## src/rtl/i2c_master.sv

```systemverilog
// i2c_master: single-byte I2C controller. Issues START, {addr,rw}, one data
// byte (write or read), both ACK slots and STOP on open-drain SCL/SDA.
// Every bus slot is four quarters of CLK_DIV clocks.
// Optional feature: define CLOCK_STRETCH_EN to freeze the quarter timing while
// a target holds SCL low during Q2 of a data/ACK slot.
module i2c_master #(
    parameter int CLK_DIV = 4
) (
    input  logic       clk,
    input  logic       rst_n,
    input  logic       start,
    input  logic       rw,
    input  logic [6:0] addr,
    input  logic [7:0] wdata,
    input  logic       scl_in,
    input  logic       sda_in,
    output logic       scl_out,
    output logic       sda_out,
    output logic       busy,
    output logic       done,
    output logic       ack_err,
    output logic [7:0] rdata
);
    typedef enum logic [2:0] {
        S_IDLE, S_START, S_ADDR, S_ACK_A, S_DATA, S_ACK_D, S_STOP
    } state_t;

    localparam logic [7:0] DIV_LAST = 8'(CLK_DIV - 1);

    state_t     state_q, state_d;
    logic [7:0] div_q, div_d;
    logic [1:0] qtr_q, qtr_d;
    logic [2:0] bit_q, bit_d;
    logic [7:0] tx_q, tx_d;
    logic [7:0] wdata_q, wdata_d;
    logic       rw_q, rw_d;
    logic [7:0] rdata_q, rdata_d;
    logic       ack_err_q, ack_err_d;
    logic       done_q, done_d;

    logic       data_slot;
    logic       stall;
    logic       qtr_end;
    logic       slot_end;
    logic       sample;

    // Slot classification and per-clock timing strobes
    always_comb begin
        data_slot = (state_q == S_ADDR) || (state_q == S_ACK_A) ||
                    (state_q == S_DATA) || (state_q == S_ACK_D);
`ifdef CLOCK_STRETCH_EN
        // SCL released by us but still low: the target is stretching.
        stall = data_slot && (qtr_q == 2'd2) && !scl_in && scl_out;
`else
        // Fixed timing; scl_in plays no part.
        stall = 1'b0 & scl_in;
`endif
        qtr_end  = (div_q == DIV_LAST) && !stall;
        slot_end = qtr_end && (qtr_q == 2'd3);
        sample   = data_slot && qtr_end && (qtr_q == 2'd2);
    end

    // Bus line levels derived from the current state, quarter and shift data
    always_comb begin
        scl_out = 1'b1;
        sda_out = 1'b1;
        case (state_q)
            S_START: begin
                sda_out = (qtr_q == 2'd0);
                scl_out = (qtr_q != 2'd3);
            end
            S_ADDR: begin
                scl_out = qtr_q[1];
                sda_out = tx_q[7];
            end
            S_DATA: begin
                scl_out = qtr_q[1];
                sda_out = rw_q | tx_q[7];   // released while reading
            end
            S_ACK_A, S_ACK_D: begin
                scl_out = qtr_q[1];         // SDA released (read ACK_D = NACK)
            end
            S_STOP: begin
                sda_out = qtr_q[1];
                scl_out = (qtr_q != 2'd0);
            end
            default: ;
        endcase
    end

    // Next-state logic: accept, quarter timing, sampling and slot sequencing
    always_comb begin
        state_d   = state_q;
        div_d     = div_q;
        qtr_d     = qtr_q;
        bit_d     = bit_q;
        tx_d      = tx_q;
        wdata_d   = wdata_q;
        rw_d      = rw_q;
        rdata_d   = rdata_q;
        ack_err_d = ack_err_q;
        done_d    = 1'b0;

        if (state_q == S_IDLE) begin
            if (start) begin
                state_d   = S_START;
                tx_d      = {addr, rw};
                rw_d      = rw;
                wdata_d   = wdata;
                ack_err_d = 1'b0;
                div_d     = 8'd0;
                qtr_d     = 2'd0;
                bit_d     = 3'd0;
            end
        end else begin
            if (!stall) begin
                if (div_q == DIV_LAST) begin
                    div_d = 8'd0;
                    qtr_d = qtr_q + 2'd1;
                end else begin
                    div_d = div_q + 8'd1;
                end
            end

            if (sample) begin
                if (state_q == S_ACK_A && sda_in)
                    ack_err_d = 1'b1;
                if (state_q == S_ACK_D && !rw_q && sda_in)
                    ack_err_d = 1'b1;
                if (state_q == S_DATA && rw_q)
                    rdata_d = {rdata_q[6:0], sda_in};
            end

            if (slot_end) begin
                case (state_q)
                    S_START: begin
                        state_d = S_ADDR;
                        bit_d   = 3'd0;
                    end
                    S_ADDR: begin
                        tx_d  = {tx_q[6:0], 1'b0};
                        bit_d = bit_q + 3'd1;
                        if (bit_q == 3'd7)
                            state_d = S_ACK_A;
                    end
                    S_ACK_A: begin
                        // ack_err was cleared on accept, so here it only
                        // reflects the address acknowledge.
                        if (ack_err_q) begin
                            state_d = S_STOP;
                        end else begin
                            state_d = S_DATA;
                            tx_d    = wdata_q;
                            bit_d   = 3'd0;
                        end
                    end
                    S_DATA: begin
                        tx_d  = {tx_q[6:0], 1'b0};
                        bit_d = bit_q + 3'd1;
                        if (bit_q == 3'd7)
                            state_d = S_ACK_D;
                    end
                    S_ACK_D: state_d = S_STOP;
                    S_STOP: begin
                        state_d = S_IDLE;
                        done_d  = 1'b1;
                    end
                    default: state_d = S_IDLE;
                endcase
            end
        end
    end

    // State and datapath registers; reset releases both lines at once
    always_ff @(posedge clk or negedge rst_n) begin
        if (!rst_n) begin
            state_q   <= S_IDLE;
            div_q     <= 8'd0;
            qtr_q     <= 2'd0;
            bit_q     <= 3'd0;
            tx_q      <= 8'd0;
            wdata_q   <= 8'd0;
            rw_q      <= 1'b0;
            rdata_q   <= 8'd0;
            ack_err_q <= 1'b0;
            done_q    <= 1'b0;
        end else begin
            state_q   <= state_d;
            div_q     <= div_d;
            qtr_q     <= qtr_d;
            bit_q     <= bit_d;
            tx_q      <= tx_d;
            wdata_q   <= wdata_d;
            rw_q      <= rw_d;
            rdata_q   <= rdata_d;
            ack_err_q <= ack_err_d;
            done_q    <= done_d;
        end
    end

    assign busy    = (state_q != S_IDLE);
    assign done    = done_q;
    assign ack_err = ack_err_q;
    assign rdata   = rdata_q;

endmodule

```

## config.mk

```make
export PLATFORM = sky130hd
export DESIGN_NAME = i2c_master
export DESIGN_NICKNAME = d
export VERILOG_FILES = /design/src/rtl/i2c_master.sv
export SDC_FILE = /design/constraint.sdc
export NUM_CORES = 1
export LEC_CHECK = 0
export BUFFER_PORTS_ARGS = -buffer_cell sky130_fd_sc_hd__buf_4
export CORE_MARGIN = 4
export CORE_UTILIZATION = 56
export DETAILED_ROUTE_END_ITERATION = 12
export PLACE_DENSITY = 0.76
export REMOVE_ABC_BUFFERS = 1
export SYNTH_ARGS = -nofsm -noshare
export SYNTH_HDL_FRONTEND = slang
export SYNTH_SLANG_ARGS = --single-unit
```

## constraint.sdc

```tcl
create_clock -name clk -period 2.5 [get_ports clk]
set_input_delay 0.375 -clock clk [delete_from_list [all_inputs] [get_ports clk]]
set_output_delay 0.375 -clock clk [all_outputs]
set_load 0.02 [all_outputs]
```

==> summary.txt <==
STA
  • TNS Setup: 0 ps
  • Max Freq: 441 MHz
  • Max-slew violations: 0
  • Worst slew pin tran: roughly 650 ps
  • Endpoints failing setup: 0
  • Worst slew margin: between 50% and 60%
  • Ratio of final minimum period to clock period: 90.7%
  • Unrepaired setup endpoints after global routing: no
  • Hold Vio Cnt, Final: 0
  • Final Skew: between 5 and 6 ps
  • Final Critical Period: 2270 ps

Setup path
  • Worst Reg2Reg Path Length in Cells: 5
  • Critical Path RT: roughly 2100 ps
  • Reg-to-Reg End: tx_q[1]
  • Crit path DAT: 1890 ps
  • Worst r2r src: state_q[2]
  • Worst Setup End Kind: primary output
  • Reg2reg setup slack: roughly 400 ps
  • Crit-path cells: inv_1, a311o_1, nand2_1, buf_4
  • Critical path buffers and inverters: 2
  • Nature of the critical path startpoint: flop
  • Slowest cell on crit path: dfrtp_1
  • Cell family with most CP delay: flip-flops
  • Worst-path maximum fanout: 17
  • CP peak stage delay: 730 ps
  • Crit Path Category: reg2out

Clocking
  • Post-cts hold buffer count: 0
  • Clock slew at reported path FFs: ~70 ps
  • Clk root buf: clkbuf_8
  • Post-CTS Setup Repair Bufs: 0
  • H-Tree Level Count: 2
  • CTS tree: built
  • Worst skew pair latency: 290 ps
  • Clock Path Buffers: 2
  • # clock sinks: 43
  • Num CTS Buffers: 5
  • Post-CTS Resized: 0

Logic synthesis
  • Count of different cell masters after synthesis: 39
  • Mapped cell area: 2260 sq um
  • Synth cell count leaders: dfrtp_1, o21ai_0, mux2_2
  • Post-synth ARST share: 100%
  • Post-synth EDFFs: 0
  • Cell taking the most area after synthesis: dfrtp_1
  • Top cell type's share of synthesized area: between 40% and 50%
  • Most common cell in the netlist: dfrtp_1
  • Syn Inst Count: 204
  • Synthesized flop and latch total: between 40 and 50
  • Ys Warns: 0
  • Most used DFF post-synth: dfrtp_1
  • Sequential element share of the synthesized area: 47.6%
  • Top cells by area, synth: dfrtp_1, mux2_2, mux2_4
  • Mean Syn Cell Area: 11.1 sq um

Global routing
  • Largest net degree at the start of global routing: 44
  • Vias in the first global route: 1730
  • Initial antenna violation count: 0
  • First-pass GRT wire length: 8.10 mm
  • GRT Overall Usage: 20.1%
  • GRT overflow: 0

Route
  • Total vias in the final route: 1657
  • Starting DRT DRC Count: 62
  • DR vias/cell: 5.86
  • DRC Markers: 0
  • Wire per inst: 16.2 microns
  • Router iterations before antenna repair: 5
  • Post-route ant nets: 0
  • WL final: 4.58 mm

Finish
  • Antenna Cells: 0
  • Layout area overhead: 15.9%
  • Nets: 261
  • Layout cells sized above 1: 33.2%

Die
  • Num rows: 22
  • Core ar.: 3770 sq um
  • I/O pin cnt: 34
  • Die height: 71.5 microns
  • Die ar.: 5120 sq um
  • Starting Density: between 50 and 60%
  • Die Width: 71.5 microns

Place
  • # port buffers: 32
  • Placer Congestion: around 0.9
  • DP HPWL: 3.28 mm

Run
  • Maxcap violations: 0

Run status
  • Status: completed

Pwr
  • Power per standard cell area: 1170 nW/um^2
  • VDD IR max: 0.593 mV
  • Leakage: 1.25 nW
  • Total power: 0.00305 W

Worst hold path
  • Hold Path Class: in2async
==> power breakdown <==
| group | switching (W) | internal [W] |
|---|---|---|
| combinational | 0.000726 | 0.000670 |
| clock | 0.000222 | 0.000252 |
| sequential | 0.000258 | 0.000926 |
==> final cells by class <==
class                      instances  area (sq um)
timing repair buffer              36           270
sequential                        43          1080
multi-input combinational        142          1090
tap                               48          60.1
fill                             264          1150
inverter                           6          22.5
clock buffer                       8           100
==> cells in the final DEF, fill, tap and decap left out, drive strengths merged, types with 2 or more instances in the layout <==
cell type,count
nor3,5
dfrtp,43
nand2,9
nor2,15
xnor2,2
inv,6
a21o,3
a22o,8
nor4b,2
buf,36
ha,6
a31oi,11
clkbuf,8
o31ai,2
a21oi,3
xor2,2
mux2,27
nand3,15
o21ai,20
==> metal layers <==
metal | global-route usage (%) | wire length (microns)
met1 | 25.2 | 1980
met2 | 33.5 | 2350
met3 | 4.91 | 157
met4 | 8.14 | 84
met5 | 0 | 0
==> how the worst max path moves through the flow <==
stage               cells after the start        from  endpoint
floorplan                               4  state_q[2]   tx_q[0]
global placement                        5  state_q[2]   tx_q[1]
detailed placement                      5  state_q[2]   tx_q[4]
CTS                                     4  state_q[1]   scl_out
global route                            5  state_q[1]   scl_out
finish                                  4  state_q[1]   scl_out
==> worst reg2reg max path: cells and delay by family, from the launching register on <==
| kind | cells | cell delay, ps |
|---|---|---|
| muxes | 1 | 350 |
| and+or+nand+nor | 1 | 390 |
| AOI/OAI and AO/OA | 2 | 600 |
| buffers and inverters | 1 | 60 |
| DFF | 1 | 590 |
==> through the flow <==
step           hold slack [ps]  util, %  worst slack, ps  instance area, sq um  cells
3_5_place_dp               400     66.9              410                  2520    275
2_1_floorplan             79.4        -              169                  2190    191
4_1_cts                   77.9     69.5              235                  2620    283
6_report                  58.5     69.5              232                  2620    283
3_3_place_gp               383     66.9              477                  2520    275
5_1_grt                   98.8     69.5              119                  2620    283
==> state kept, by name (all words and copies together) (netlist names) <==
signal   cells
qtr_q        2
bit_q        3
state_q      3
wdata_q      8
rw_q         1
div_q        8
done         1
rdata        8
tx_q         8
ack_err      1
==> kinds of logic after synthesis <==
logic type	Yosys count	synth area share, %
fa+ha+maj	7	3.76
simple gates	53	13.1
mux	27	14.8
flops	43	47.6
buf+inv	19	4.09
xor+xnor	4	1.55
compound gates	51	15.2
No activity file was read; power rests on OpenSTA's default activity.
